$ cat src/rtl/hybrid_bridge_fsm_pkg.sv
// rtl/hybrid_bridge_fsm_pkg.sv - shared state encoding and gate patterns for the bridge controller
package hybrid_bridge_fsm_pkg;

  typedef enum logic [2:0] {
    ST_IDLE,
    ST_DT_POS,
    ST_POS,
    ST_DT_NEG,
    ST_NEG,
    ST_FAULT
  } state_t;

  // Bit order Q1..Q4 as [0]..[3]; each pattern keeps one diagonal of the bridge on
  localparam logic [3:0] GATE_OFF = 4'b0000;
  localparam logic [3:0] GATE_POS = 4'b1001;
  localparam logic [3:0] GATE_NEG = 4'b0110;

  function automatic logic [3:0] gate_of(input state_t st);
    case (st)
      ST_POS:  return GATE_POS;
      ST_NEG:  return GATE_NEG;
      default: return GATE_OFF;
    endcase
  endfunction

endpackage

$ cat src/rtl/hybrid_deadtime_timer.sv
// rtl/hybrid_deadtime_timer.sv - dead-time down-counter, done in the last dead-time cycle
module hybrid_deadtime_timer #(
  parameter int DEAD_TIME = 10
) (
  input  logic i_clk,
  input  logic i_reset,
  input  logic i_load,
  output logic o_done
);

  localparam logic [7:0] LOAD_VAL = 8'(DEAD_TIME);

  logic [7:0] cnt_q, cnt_d;

  always_comb begin
    cnt_d = cnt_q;
    if (i_load) begin
      cnt_d = LOAD_VAL;
    end else if (cnt_q != 8'd0) begin
      cnt_d = cnt_q - 8'd1;
    end
  end

  always_ff @(posedge i_clk or negedge i_reset) begin
    if (!i_reset) begin
      cnt_q <= 8'd0;
    end else begin
      cnt_q <= cnt_d;
    end
  end

  // Done while the count reads 1 so the owner leaves dead time after exactly DEAD_TIME cycles
  assign o_done = (cnt_q == 8'd1);

endmodule

$ cat src/rtl/hybrid_bridge_fsm.sv
// rtl/hybrid_bridge_fsm.sv - full-bridge gate sequencer with dead time, fault latch and half-period measurement
module hybrid_bridge_fsm
  import hybrid_bridge_fsm_pkg::*;
#(
  parameter int DEAD_TIME = 10,
  parameter int PERIOD_W  = 16
) (
  input  logic                i_clk,
  input  logic                i_reset,
  input  logic [3:0]          i_signal,
  output logic [3:0]          o_gate,
  output logic                o_sigma,
  output logic                o_fault,
  output logic [PERIOD_W-1:0] o_half_period
);

  localparam logic [PERIOD_W-1:0] CNT_MAX = '1;

  state_t              state_q, state_d;
  logic                tmr_load, tmr_done;
  logic                jump_pos, jump_neg, fault_in, enable_in, in_run;
  logic [PERIOD_W-1:0] cnt_q, cnt_d, cnt_inc, half_q, half_d;
  logic [3:0]          gate_q;
  logic                sigma_q, fault_q;

  assign jump_pos  = i_signal[0];
  assign jump_neg  = i_signal[1];
  assign fault_in  = i_signal[2];
  assign enable_in = i_signal[3];

  hybrid_deadtime_timer #(.DEAD_TIME(DEAD_TIME)) u_dt_timer (
    .i_clk   (i_clk),
    .i_reset (i_reset),
    .i_load  (tmr_load),
    .o_done  (tmr_done)
  );

  always_comb begin
    state_d = state_q;
    if (fault_in) begin
      state_d = ST_FAULT;
    end else if (state_q == ST_FAULT) begin
      if (!enable_in) state_d = ST_IDLE;
    end else if (!enable_in) begin
      state_d = ST_IDLE;
    end else begin
      case (state_q)
        ST_IDLE:   state_d = ST_DT_POS;
        ST_DT_POS: if (tmr_done) state_d = ST_POS;
        ST_POS:    if (jump_neg) state_d = ST_DT_NEG;
        ST_DT_NEG: if (tmr_done) state_d = ST_NEG;
        ST_NEG:    if (jump_pos) state_d = ST_DT_POS;
        default:   state_d = ST_IDLE;
      endcase
    end
  end

  assign tmr_load = ((state_d == ST_DT_POS) && (state_q != ST_DT_POS)) ||
                    ((state_d == ST_DT_NEG) && (state_q != ST_DT_NEG));

  // cnt_q holds conducting cycles minus one, so the exit edge stores the full length
  assign in_run  = (state_q == ST_POS) || (state_q == ST_NEG);
  assign cnt_inc = (cnt_q == CNT_MAX) ? CNT_MAX : cnt_q + PERIOD_W'(1);

  always_comb begin
    cnt_d  = '0;
    half_d = half_q;
    if (in_run) begin
      if (state_d == state_q) begin
        cnt_d = cnt_inc;
      end else if ((state_d == ST_DT_POS) || (state_d == ST_DT_NEG)) begin
        half_d = cnt_inc;
      end
    end
  end

  always_ff @(posedge i_clk or negedge i_reset) begin
    if (!i_reset) begin
      state_q <= ST_IDLE;
      cnt_q   <= '0;
      half_q  <= '0;
      gate_q  <= GATE_OFF;
      sigma_q <= 1'b0;
      fault_q <= 1'b0;
    end else begin
      state_q <= state_d;
      cnt_q   <= cnt_d;
      half_q  <= half_d;
      gate_q  <= gate_of(state_d);
      sigma_q <= (state_d == ST_POS);
      fault_q <= (state_d == ST_FAULT);
    end
  end

  assign o_gate        = gate_q;
  assign o_sigma       = sigma_q;
  assign o_fault       = fault_q;
  assign o_half_period = half_q;

endmodule

$ cat config.mk
export PLATFORM = sky130hd
export DESIGN_NAME = hybrid_bridge_fsm
export DESIGN_NICKNAME = d
export VERILOG_FILES = /design/src/rtl/hybrid_bridge_fsm_pkg.sv /design/src/rtl/hybrid_deadtime_timer.sv /design/src/rtl/hybrid_bridge_fsm.sv
export SDC_FILE = /design/constraint.sdc
export NUM_CORES = 1
export LEC_CHECK = 0
export CAP_MARGIN = 15
export CORE_MARGIN = 8
export CORE_UTILIZATION = 25
export CTS_CLUSTER_DIAMETER = 100
export DETAILED_ROUTE_END_ITERATION = 16
export GPL_ROUTABILITY_DRIVEN = 0
export PLACE_DENSITY_LB_ADDON = 0.1
export SYNTH_ARGS = -nofsm -noshare
export SYNTH_HDL_FRONTEND = slang
export SYNTH_HIERARCHICAL = 1
export SYNTH_SLANG_ARGS = --single-unit
export TNS_END_PERCENT = 5
$ cat constraint.sdc
create_clock -name i_clk -period 6.8 [get_ports i_clk]
set_clock_uncertainty 0.05 [all_clocks]
set_input_delay 1.7 -clock i_clk [delete_from_list [all_inputs] [get_ports i_clk]]
set_output_delay 1.7 -clock i_clk [all_outputs]
set_load 0.05 [all_outputs]
Word level (Yosys, flattened, before mapping)
Index checks and enable logic that the tools add are counted.
{"block": "totals", "register_bits": 49, "in_bits": 6, "out_inout_bits": 22}
{"block": "classes", "add_sub_neg": 2, "n_eq_ne": 15, "muxes": 15, "bitwise_logic": 1, "n_reduce_logical": 9}
{"cell": "two-way mux 16 bit", "n": 3}
{"cell": "two-way mux 3 bit", "n": 8}
{"cell": "adder 16 x 1 -> 16 bit, second input constant", "n": 1}
{"cell": "equality test 16 bit, second input constant", "n": 1}
{"cell": "two-way mux 8 bit", "n": 2}
{"cell": "one-hot mux 3 bit (5 select lines)", "n": 1}
{"cell": "equality test 3 x 2 -> 1 bit, second input constant", "n": 4}
{"cell": "equality test 3 bit, second input constant", "n": 4}
{"cell": "equality test 8 x 1 -> 1 bit, second input constant", "n": 1}
{"cell": "one-hot mux 4 bit (2 select lines)", "n": 1}
{"cell": "nonzero test 8 bit", "n": 1}
{"cell": "subtractor 8 x 1 -> 8 bit, second input constant", "n": 1}
{"cell": "equality test 3 x 1 -> 1 bit, second input constant", "n": 2}
{"cell": "equality test 3 bit", "n": 1}
{"cell": "zero test 3 bit", "n": 1}
{"cell": "logical OR 1 bit", "n": 3}
{"cell": "inequality test 3 x 1 -> 1 bit, second input constant", "n": 1}
{"cell": "inequality test 3 x 2 -> 1 bit, second input constant", "n": 1}
{"cell": "AND reduction 3 bit", "n": 1}
{"cell": "logical AND 1 bit", "n": 2}
{"cell": "nonzero test 2 bit", "n": 1}
{"cell": "NOT 1 bit", "n": 1}

Logic depth before layout (Yosys ltp)
Gate-level depths: netlist (run 1).
{"block": "depth", "ltp_word": 10, "depth_mapped": 10, "mapped_depth_nobuf": 9}

By module
Netlist (run 1), hierarchy kept.
{"module": "hybrid_bridge_fsm", "n_inst": 1, "cells_each": 187, "area_per_inst_um2": 1890.6, "seq_area_each_um2": 975.9}
{"module": "hybrid_deadtime_timer", "n_inst": 1, "cells_each": 50, "area_per_inst_um2": 480.5, "seq_area_each_um2": 200.2}

Worst setup path after synthesis (run 1)
Ideal clock, no wire load.
{"block": "synth_path", "path_kind": "input -> register", "startpoint": "input i_signal[0]", "endpoint": "register u_dt_timer.cnt_q[4]", "setup_ns": 0.125, "arrival_ns": 3.183, "slack_ns": 3.442, "cell_stages": 8, "n_path_buf": 1, "path_cell_list": "and2b_1 o2bb2ai_1 mux2_2 nand2_1 a311oi_1 buf_1 nor2_1 mux2_2"}
{"block": "synth_via", "elab_chain_cells": 9}
{"item": "start: declaration", "line_no": "hybrid_bridge_fsm.sv:10", "source": "input logic [3:0] i_signal,"}
{"item": "two-way mux 3 bit (*)", "line_no": "hybrid_bridge_fsm.sv:52", "source": "ST_NEG: if (jump_pos) state_d = ST_DT_POS;"}
{"item": "one-hot mux 3 bit (5 select lines) (*)", "line_no": "hybrid_bridge_fsm.sv:47", "source": "case (state_q)"}
{"item": "two-way mux 3 bit (*)", "line_no": "hybrid_bridge_fsm.sv:44", "source": "end else if (!enable_in) begin"}
{"item": "two-way mux 3 bit (*)", "line_no": "hybrid_bridge_fsm.sv:42", "source": "end else if (state_q == ST_FAULT) begin"}
{"item": "two-way mux 3 bit (*)", "line_no": "hybrid_bridge_fsm.sv:40", "source": "if (fault_in) begin"}
{"item": "equality test 3 x 1 -> 1 bit / equality test 3 x 2 -> 1 bit (equally long branches)", "line_no": "hybrid_bridge_fsm.sv:58, hybrid_bridge_fsm.sv:59"}
{"item": "logical AND 1 bit (on tied branches)", "line_no": "hybrid_bridge_fsm.sv:58, hybrid_bridge_fsm.sv:59"}
{"item": "logical OR 1 bit (*)", "line_no": "hybrid_bridge_fsm.sv:58", "source": "assign tmr_load = ((state_d == ST_DT_POS) && (state_q != ST_DT_POS)) ||"}
{"item": "named net tmr_load", "line_no": "hybrid_bridge_fsm.sv:20", "source": "logic tmr_load, tmr_done;"}
{"item": "two-way mux 8 bit / nonzero test 2 bit (equally long branches)"}
{"item": "end signal: assignment", "line_no": "hybrid_deadtime_timer.sv:28", "source": "cnt_q <= cnt_d;"}
{"item": "end: declaration", "line_no": "hybrid_deadtime_timer.sv:13", "source": "logic [7:0] cnt_q, cnt_d;"}
Mark *: on every way through the listed nets, which the timed path passes. The rest lies on a longest branch.
A chain may end at the register's enable or synchronous reset.

Worst setup path after layout (run 1)
Ends and elaborated chain as after synthesis.

==> results of run 1 <==
metrics by stage:
stage / instance area, sq um / util [%] / power (uW) / hold slack (ns)
2_1_floorplan: 2370 / - / 452 / 0.438
3_3_place_gp: 2750 / 29.7 / 500 / 0.419
3_5_place_dp: 2750 / 29.7 / 499 / 0.423
4_1_cts: 2830 / 30.6 / 674 / 0.444
5_1_grt: 2830 / 30.6 / 707 / 0.476
6_report: 2830 / 30.6 / 663 / 0.434
path summary, 6_finish.rpt:
path / cells past startpoint / from / slack [ns] / endpoint
setup / recovery: 9 / i_signal[0] / 3.15 / u_dt_timer/cnt_q[4]$_DFFE_PN0P_
hold / removal: 2 / o_half_period[2]$_DFFE_PN0P_ / 0.43 / o_half_period[2]$_DFFE_PN0P_
setup reg to reg: 9 / u_dt_timer/cnt_q[3]$_DFFE_PN0P_ / 3.87 / u_dt_timer/cnt_q[3]$_DFFE_PN0P_
hold reg to reg: 2 / o_half_period[2]$_DFFE_PN0P_ / 0.43 / o_half_period[2]$_DFFE_PN0P_
max in group asynchronous: 2 / i_reset / 4.83 / o_sigma$_DFF_PN0_
min in group asynchronous: 2 / i_reset / 1.46 / cnt_q[8]$_DFF_PN0_
state kept, by name, indices dropped and copies added, names as in the netlist:
name              flops
o_gate                2
state_q               3
o_sigma               1
u_dt_timer/cnt_q      8
o_fault               1
o_half_period        16
cnt_q                16
per-layer routing:
metal  vias up  global-route usage (%)  part of all wire, %  routed length, um
li1        876                       -                    -                  -
met3         6                    2.48                  4.7                246
met1       833                    11.1                   49               2570
met2        35                    13.4                   45               2350
met5         -                       0                    0                  0
met4         0                    2.93                  1.1                 57
cell families after synthesis:
logic type / share of synthesized area, %
AO/OA/AOI/OAI: 13.1
XOR/XNOR: 4.06
adder cells (fa/ha/maj): 2.11
buffers and inverters: 4.01
flip-flops: 49.6
multiplexers: 1.79
AND/OR/NAND/NOR: 25.3
power by group through the flow:
stage	registers (uW)	logic [uW]	clock network, uW
after floorplan	349	104	0
after global placement	351	150	0
after detailed placement	350	150	0
after CTS	345	150	179
after global routing	352	165	189
final	346	150	168
area by class of cell:
type                            count  area (sq um)  share of cell area [%]
Sequential cell                    47          1180                    41.6
Multi-Input combinational cell    173          1100                    38.9
Clock buffer                        7          76.3                    2.70
Clock inverter                      1          5.00                   0.177
Inverter                            8          30.0                    1.06
Tap cell                          129           161                    5.71
Timing Repair Buffer               29           280                    9.91
synthesized netlist by cell type (2+ instances only):
| cell type | instances |
|---|---|
| nor2_1 | 27 |
| o21ai_1 | 9 |
| nor2b_1 | 3 |
| dfrtp_1 | 47 |
| a2111oi_0 | 2 |
| nand2_1 | 28 |
| and2_1 | 3 |
| nor4b_1 | 2 |
| mux2i_1 | 2 |
| o21ai_0 | 11 |
| and2b_1 | 2 |
| mux2_2 | 2 |
| or4_1 | 3 |
| clkbuf_1 | 2 |
| nor4_1 | 3 |
| ha_1 | 4 |
| nor3_1 | 8 |
| xor2_1 | 7 |
| buf_6 | 3 |
| a211o_1 | 2 |
| nand4_1 | 4 |
| a21oi_1 | 6 |
| buf_4 | 2 |
| nand3_1 | 7 |
| a211oi_1 | 2 |
| inv_1 | 7 |
| xnor2_1 | 4 |
| nor2_2 | 10 |
worst max-delay path: cells and delay by family:
| family | cells | cell delay, ns |
|---|---|---|
| buf+inv | 2 | 0.72 |
| mux | 2 | 0.49 |
| simple gates | 3 | 0.33 |
| compound gates | 2 | 0.54 |
==> metrics.md, run 1 <==
| Metric | Value |
|---|---|
| Yosys reg bits | `47` |
| Grt ovf | `0` |
| Max-slew violation count | `0` |
| Fin crit period | `3.65 ns` |
| Worst slew margin | `39.1%` |
| Crit path max fanout | `10` |
| Nets@finish | `274` |
| Critical path class | `in -> reg` |
| # rows | `35` |
| CTS clk-pin slew, worst paths | `0.09 ns` |
| Antenna violations before repair | `0` |
| DP HPWL | `3570 um` |
| Drt wl/cell | `13.3 um` |
| Clk sinks | `47` |
| Clk Latency, worst-skew pair | `0.30 ns` |
| Final ANT Viol Nets | `0` |
| Dpl ws | `2.83 ns` |
| Root buf cell | `clkbuf_8` |
| Syn Area/Cell | `10.0 sq um` |
| CTS Buf Count | `5` |
| Ys async rst share | `100%` |
| Least-Margin Pin Slew | `0.913 ns` |
| Crit-path slowest cell | `clkdlybuf4s50_1` |
| PD cells | `234 nW/um^2` |
| DRT iter0 DRCs | `57` |
| Sequential cell fraction of total power | `52.1%` |
| Placed insts | `386` |
| Final wirelength | `5220 um` |
| Max VDD drop | `0.0000871 V` |
| Synth top area share | `49.6%` |
| DR vias/cell | `4.44` |
| Dominant synthesized flop cell | `dfrtp_1` |
| Setup crit end kind | `flip-flop` |
| Ant. Diodes | `0` |
| Proportion of layout cells with a drive suffix above 1 | `13.2%` |
| CP Launch Type | `input port` |
| Count of cell types in the netlist | `53` |
| Peak Freq | `274 MHz` |
| DIE HEIGHT | `113 um` |
| Static power due to leakage | `0.00114 uW` |
| Final Cycle Share | `53.7%` |
| Critical path required time | `6.93 ns` |
| Final Hold Vio Count | `0` |
| Hold Crit Class | `reg -> reg` |
| Starting Density | `25.7%` |
| Crit-path max cell delay | `0.49 ns` |
| Pin count of the biggest net entering global routing | `48` |
| CP most frequent cell | `mux2_2` |
| Yosys warnings | `6` |
| Setup Viol. Count Final | `0` |
| Most frequent cells in the layout | `dfrtp_1, nand2_1, nor2_1` |
| Fraction of power spent switching nets | `33.1%` |
| Finished Layout Cells | `394` |
| Mapped cell area | `2370 sq um` |
| Vias in the first global route | `1795` |
| Residual DRC | `0` |
| Synthesized netlist cell count | `237` |
| Clock buffer depth | `2` |
| Net count after synthesis | `247` |
| Synth area leaders | `dfrtp_1, nand2_1, nor2_1` |
| Syn-to-layout area delta | `19.3%` |
| Unrepaired setup endpoints after global routing | `false` |
| Core Area | `9240 sq um` |
| Max-cap viol count | `0` |
| Post-CTS setup buffers | `0` |
| Port bufs | `27` |
| Post-CTS resize count | `0` |
| CP Cell Sequence | `clkdlybuf4s50_1 -> and2b_1 -> o2bb2ai_1 -> mux2_2 -> nand2_1 -> a311oi_1 -> buf_4 -> nor2_1 -> mux2_2` |
| Die ar. | `12900 sq um` |
| Area leader, netlist | `dfrtp_1` |
| First-pass GRT wire length | `8880 um` |
| Outcome | `completed` |
| CTS tree | `done` |
| Min setup slack post-route | `3.15 ns` |
| Hold Buf Count CTS | `0` |
| Setup TNS | `0 ns` |
| Fillers | `976` |
| Drt pass-1 iters | `6` |
| Htree depth | `2` |
| Die width | `113 um` |
| Gr usage total | `8.59%` |
| Internal | `443 uW` |
| EDFF count, synth | `0` |
| Clock share of power | `25.3%` |
| Seq/Total Area, Yosys | `49.6%` |
| Arrival time worst endpoint | `3.79 ns` |
| Vias | `1750` |
| I/O pin cnt | `28` |
| Comb pwr share | `22.6%` |
| Commonest non-fill, non-tap cell in the layout | `dfrtp_1` |
| Switching power | `220 uW` |
Note: power is estimated with default switching activity, not from simulation.
==> run 2: changes to the inputs <==
==> constraint.sdc (replaced) <==
create_clock -name i_clk -period 2.9 [get_ports i_clk]
set_clock_uncertainty 0.05 [all_clocks]
set_input_delay 0.725 -clock i_clk [delete_from_list [all_inputs] [get_ports i_clk]]
set_output_delay 0.725 -clock i_clk [all_outputs]
set_load 0.05 [all_outputs]
==> run 2 against run 1 <==
Critical path depth increased by 1. Sequential cell count is the same. Final area rose by 2.5%. Sequential power rose by 140%. Global-route usage increased by 0.10 points. Worst hold slack worse by 0.086 ns. Final cell count increased by 1.5%. Clock power is 140% higher. Critical path type is now reg -> reg. Critical endpoint is now u_dt_timer/cnt_q[3]$_DFFE_PN0P_. Largest cell class unchanged.
==> metrics.md, run 2 (synthesis gave the netlist of run 1 again) <==
| Metric | Value |
|---|---|
| Max VDD drop | `0.000192 V (+120%)` |
| Residual DRC | `0 (unchanged)` |
| Die ar. | `12900 sq um (unchanged)` |
| Clock buffer depth | `2 (unchanged)` |
| Post-CTS resize count | `0 (unchanged)` |
| Grt ovf | `0 (unchanged)` |
| Switching power | `535 uW (+140%)` |
| FF-to-FF path depth | `10 (+1)` |
| Post-CTS setup buffers | `0 (unchanged)` |
| Root buf cell | `clkbuf_8` |
| Least-Margin Pin Slew | `0.663 ns (-0.250 ns)` |
| Internal | `1060 uW (+140%)` |
| Clock share of power | `25.2% (about the same)` |
| Gr usage total | `8.69% (+0.10 points)` |
| Max-cap viol count | `0 (unchanged)` |
| Pin count of the biggest net entering global routing | `31 (-35%)` |
| Sequential cell fraction of total power | `51.0% (-1.1 points)` |
| Final Cycle Share | `91.2%` |
| Setup TNS | `0 ns (unchanged)` |
| Comb pwr share | `23.8% (+1.2 points)` |
| First-pass GRT wire length | `9000 um (+1.4%)` |
| Critical path required time | `3.01 ns (-3.92 ns)` |
| Clk Latency, worst-skew pair | `0.30 ns (about the same)` |
| # rows | `35 (unchanged)` |
| Static power due to leakage | `0.00118 uW (+2.8%)` |
| Drt wl/cell | `13.3 um (+0.24%)` |
| PD cells | `551 nW/um^2 (+130%)` |
| Placed Area | `2810 sq um (+2.1%)` |
| Fillers | `965 (-1.1%)` |
| Max-slew violation count | `0 (unchanged)` |
| I/O pin cnt | `28 (unchanged)` |
| Most frequent cells in the layout | `dfrtp_1, nand2_1, nor2_1` |
| Worst slew margin | `55.6% (+17 points)` |
| Crit path max fanout | `8 (-2)` |
| DRT iter0 DRCs | `45 (-21%)` |
| CTS tree | `done` |
| Setup crit end kind | `flip-flop` |
| Final Hold Vio Count | `0 (unchanged)` |
| Die width | `113 um (unchanged)` |
| Hold Buf Count CTS | `0 (unchanged)` |
| Unrepaired setup endpoints after global routing | `false` |
| Peak Freq | `378 MHz` |
| Cell area after layout | `2900 sq um (+2.5%)` |
| CTS clk-pin slew, worst paths | `0.09 ns (about the same)` |
| Final ANT Viol Nets | `0 (unchanged)` |
| Arrival time worst endpoint | `2.76 ns (-1.03 ns)` |
| Drt pass-1 iters | `4 (-2)` |
| Syn-to-layout area delta | `22.3%` |
| Final wirelength | `5310 um (+1.8%)` |
| Vias | `1764 (+0.80%)` |
| Antenna violations before repair | `0 (unchanged)` |
| Proportion of layout cells with a drive suffix above 1 | `16.2% (+3.0 points)` |
| Core Area | `9240 sq um (unchanged)` |
| Fin crit period | `2.65 ns` |
| Power Total | `1600 uW (+140%)` |
| Dpl ws | `0.0402 ns (-2.79 ns)` |
| Vias in the first global route | `1768 (-1.5%)` |
| Starting Density | `25.7% (unchanged)` |
| Min setup slack post-route | `0.255 ns (-2.89 ns)` |
| CP Launch Type | `flip-flop` |
| DP HPWL | `3760 um (+5.5%)` |
| Nets@finish | `280 (+2.2%)` |
| Critical path class | `reg -> reg` |
| DIE HEIGHT | `113 um (unchanged)` |
| Hold Crit Class | `in -> async` |
| CTS Buf Count | `5 (unchanged)` |
| Fraction of power spent switching nets | `33.5% (+0.35 points)` |
| DR vias/cell | `4.41 (-0.71%)` |
| Port bufs | `27 (unchanged)` |
| Ant. Diodes | `0 (unchanged)` |
| Outcome | `completed` |
| Setup Viol. Count Final | `0 (unchanged)` |
| Commonest non-fill, non-tap cell in the layout | `dfrtp_1` |
| Htree depth | `2 (unchanged)` |
| Clk sinks | `47 (unchanged)` |
run 2: power by group through the flow:
| stage | sequential, uW | clock (uW) | combinational [uW] |
|---|---|---|---|
| global placement | 826 | 0 | 380 |
| CTS | 812 | 430 | 381 |
| global route | 828 | 459 | 428 |
| detailed placement | 824 | 0 | 381 |
| floorplan | 818 | 0 | 243 |
| finish | 815 | 402 | 380 |
run 2: critical path, stage by stage (launching register included):
cell and delay [ns]:
dfrtp_1 0.44, or4_4 0.60, nor4b_2 0.25, buf_4 0.17, and4b_1 0.17, o21ai_1 0.09, nand2_1 0.20, a311oi_1 0.12
buf_4 0.23, nor2b_1 0.11, mux2i_1 0.07
run 2: final timing paths:
check / endpoint / from / slack, ns
max: u_dt_timer/cnt_q[3]$_DFFE_PN0P_ / u_dt_timer/cnt_q[3]$_DFFE_PN0P_ / 0.25
min: u_dt_timer/cnt_q[0]$_DFFE_PN0P_ / i_reset / 0.35
max reg2reg: u_dt_timer/cnt_q[3]$_DFFE_PN0P_ / u_dt_timer/cnt_q[3]$_DFFE_PN0P_ / 0.25
min reg2reg: o_half_period[4]$_DFFE_PN0P_ / o_half_period[4]$_DFFE_PN0P_ / 0.43
max in group asynchronous: o_half_period[4]$_DFFE_PN0P_ / i_reset / 1.92
min in group i_clk: o_half_period[4]$_DFFE_PN0P_ / o_half_period[4]$_DFFE_PN0P_ / 0.43
run 2: layout make-up:
cell class,instances,area (sq um),area share [%]
clock inverters,3,20.0,0.690
flip-flops and latches,47,1180,40.6
multi-input cells,173,1110,38.1
inverters,8,30.0,1.04
well taps,129,161,5.57
repair buffers,35,338,11.6
clock buffers,5,68.8,2.37
run 2: routing by layer:
metal	global-route usage [%]	wire (um)	up-vias	part of all wire [%]
li1	-	-	884	-
met1	11.1	2550	837	48
met2	13.6	2430	38	46
met3	2.64	286	5	5.4
met4	3.11	55	0	1.0
met5	0	0	-	0
run 2: per-stage QoR:
stage	utilization (%)	std cells	hold slack, ns
2_1_floorplan	-	237	0.379
3_3_place_gp	30.4	392	0.413
3_5_place_dp	30.4	392	0.423
4_1_cts	31.3	400	0.350
5_1_grt	31.4	400	0.361
6_report	31.4	400	0.349
==> run 3: changes to the inputs <==
--- a/config.mk
+++ b/config.mk
@@ -7,11 +7,11 @@
 export LEC_CHECK = 0
 export CAP_MARGIN = 15
 export CORE_MARGIN = 8
-export CORE_UTILIZATION = 25
+export CORE_UTILIZATION = 50
 export CTS_CLUSTER_DIAMETER = 100
 export DETAILED_ROUTE_END_ITERATION = 16
 export GPL_ROUTABILITY_DRIVEN = 0
-export PLACE_DENSITY_LB_ADDON = 0.1
+export PLACE_DENSITY = 0.79
 export SYNTH_ARGS = -nofsm -noshare
 export SYNTH_HDL_FRONTEND = slang
 export SYNTH_HIERARCHICAL = 1
==> run 3 against run 2 <==
Count of clock-buffer cells in the layout stayed put. Clock power grew 21%. First-iteration DRC count up 100%. Fmax is 0.24% lower. Largest cell class unchanged.
==> metrics.md, run 3 (synthesis gave the netlist of run 1 again) <==
| Metric | Value |
|---|---|
| Arrival time worst endpoint | `2.77 ns (about the same)` |
| Vias in the first global route | `1758 (-0.57%)` |
| Final wirelength | `4660 um (-12%)` |
| Post-layout util | `60.3% (+29 points)` |
| Drt pass-1 iters | `4 (unchanged)` |
| Syn-to-layout area delta | `18.6%` |
| Most frequent cells in the layout | `dfrtp_1, nand2_1, nor2_1` |
| Outcome | `completed` |
| Hold Buf Count CTS | `0 (unchanged)` |
| CTS tree | `done` |
| Ant. Diodes | `0 (unchanged)` |
| Die ar. | `7200 sq um (-44%)` |
| CP Launch Type | `flip-flop` |
| Max-slew violation count | `0 (unchanged)` |
| FF-to-FF path depth | `10 (unchanged)` |
| Least-Margin Pin Slew | `0.858 ns (+0.195 ns)` |
| Critical path class | `reg -> reg` |
| Max-cap viol count | `0 (unchanged)` |
| Unrepaired setup endpoints after global routing | `false` |
| Port bufs | `27 (unchanged)` |
| PD cells | `593 nW/um^2 (+7.6%)` |
| Crit path max fanout | `8 (unchanged)` |
| Drt wl/cell | `14.4 um (+8.2%)` |
| Static power due to leakage | `0.00118 uW (+0.31%)` |
| Vias | `1787 (+1.3%)` |
| Core Area | `4660 sq um (-50%)` |
| Fillers | `393 (-59%)` |
| Setup Viol. Count Final | `0 (unchanged)` |
| CTS Buf Count | `5 (unchanged)` |
| Final Cycle Share | `91.4% (+0.22 points)` |
| Grt ovf | `0 (unchanged)` |
| Nets@finish | `279 (-0.36%)` |
| Hold Crit Class | `in -> async` |
| Proportion of layout cells with a drive suffix above 1 | `15.9% (-0.31 points)` |
| Critical path required time | `3.02 ns (about the same)` |
| Peak Freq | `377 MHz (-0.24%)` |
| Post-CTS setup buffers | `0 (unchanged)` |
| Commonest non-fill, non-tap cell in the layout | `dfrtp_1` |
| Final Hold Vio Count | `0 (unchanged)` |
| Setup TNS | `0 ns (unchanged)` |
| Die width | `84.9 um (-25%)` |
| CTS clk-pin slew, worst paths | `0.09 ns (about the same)` |
| Starting Density | `50.9% (+25 points)` |
| Final ANT Viol Nets | `0 (unchanged)` |
| DP HPWL | `3260 um (-13%)` |
| Clk Latency, worst-skew pair | `0.31 ns (about the same)` |
| Setup crit end kind | `flip-flop` |
| Antenna violations before repair | `0 (unchanged)` |
| Clk sinks | `47 (unchanged)` |
| DR vias/cell | `5.52 (+25%)` |
| Pin count of the biggest net entering global routing | `31 (unchanged)` |
| I/O pin cnt | `28 (unchanged)` |
| Fin crit period | `2.65 ns (+0.00638 ns)` |
| Residual DRC | `0 (unchanged)` |
| Htree depth | `2 (unchanged)` |
| Worst slew margin | `42.3% (-13 points)` |
| FF-to-FF setup slack | `0.25 ns (about the same)` |
| Max VDD drop | `0.000297 V (+55%)` |
| First-pass GRT wire length | `8240 um (-8.5%)` |
| Root buf cell | `clkbuf_8` |
| DIE HEIGHT | `84.9 um (-25%)` |
| Gr usage total | `14.2% (+5.5 points)` |
| Clock buffer depth | `2 (unchanged)` |
| DRT iter0 DRCs | `92 (+100%)` |
| # rows | `25 (-29%)` |
-- run 3: cell types whose count changed in the layout (fill, tap and decap cells not counted) --
cell        delta
buf_12         -1
inv_6          +1
bufinv_16      +1
clkinv_2       -1
clkinvlp_4     -1
-- run 3: final cells by class --
cell class / count / area, sq um / share of cell area [%]
Sequential cell: 47 / 1180 / 41.8
Multi-Input combinational cell: 173 / 1110 / 39.3
Timing Repair Buffer: 34 / 318 / 11.3
Clock buffer: 5 / 68.8 / 2.45
Tap cell: 54 / 67.6 / 2.40
Clock inverter: 3 / 46.3 / 1.65
Inverter: 8 / 30.0 / 1.07
-- run 3: critical path: stages (launching register included) --
cell and delay [ns]:
dfrtp_1 0.43, or4_4 0.60, nor4b_2 0.28, buf_4 0.19, and4b_1 0.18, o21ai_1 0.09
nand2_1 0.19, a311oi_1 0.11, buf_4 0.22, nor2b_1 0.11, mux2i_1 0.08
-- run 3: where the power goes --
group	total (uW)	internal, uW	switching, uW	leakage, uW
combinational	365	157	207	0.000494
clock	488	260	229	0.0000548
sequential	814	719	94.4	0.000631
-- run 3: per-layer routing --
layer	track usage, %	wire length, um	part of all wire (%)	vias up
li1	-	-	-	892
met1	18.2	2220	48	853
met2	21.3	2120	46	36
met3	3.86	216	4.6	6
met4	7.28	94	2.0	0
met5	0	0	0	-
-- run 3: through the flow --
| stage | hold slack, ns | cell area (sq um) | worst slack, ns | power, uW | std cells |
|---|---|---|---|---|---|
| after floorplan | 0.379 | 2370 | 0.341 | 1060 | 237 |
| after global placement | 0.412 | 2690 | 0.188 | 1160 | 316 |
| after detailed placement | 0.424 | 2690 | 0.175 | 1170 | 316 |
| after CTS | 0.309 | 2810 | 0.193 | 1670 | 324 |
| after global routing | 0.323 | 2810 | 0.0346 | 1760 | 324 |
| final | 0.300 | 2810 | 0.248 | 1670 | 324 |
-- run 3: repair_timing --
action | in CTS | in global routing
setup endpoints to repair | 0 | 1
resized for setup | 0 | 1
endpoints found under the hold margin | 0 | 0
-- run 3: final timing paths --
check / from / to
worst max-delay path: u_dt_timer/cnt_q[3]$_DFFE_PN0P_ / u_dt_timer/cnt_q[3]$_DFFE_PN0P_
worst min-delay path: i_reset / u_dt_timer/cnt_q[0]$_DFFE_PN0P_
worst max register to register: u_dt_timer/cnt_q[3]$_DFFE_PN0P_ / u_dt_timer/cnt_q[3]$_DFFE_PN0P_
worst min register to register: o_half_period[11]$_DFFE_PN0P_ / o_half_period[11]$_DFFE_PN0P_
max in group asynchronous: i_reset / cnt_q[4]$_DFF_PN0_
min in group i_clk: o_half_period[11]$_DFFE_PN0P_ / o_half_period[11]$_DFFE_PN0P_
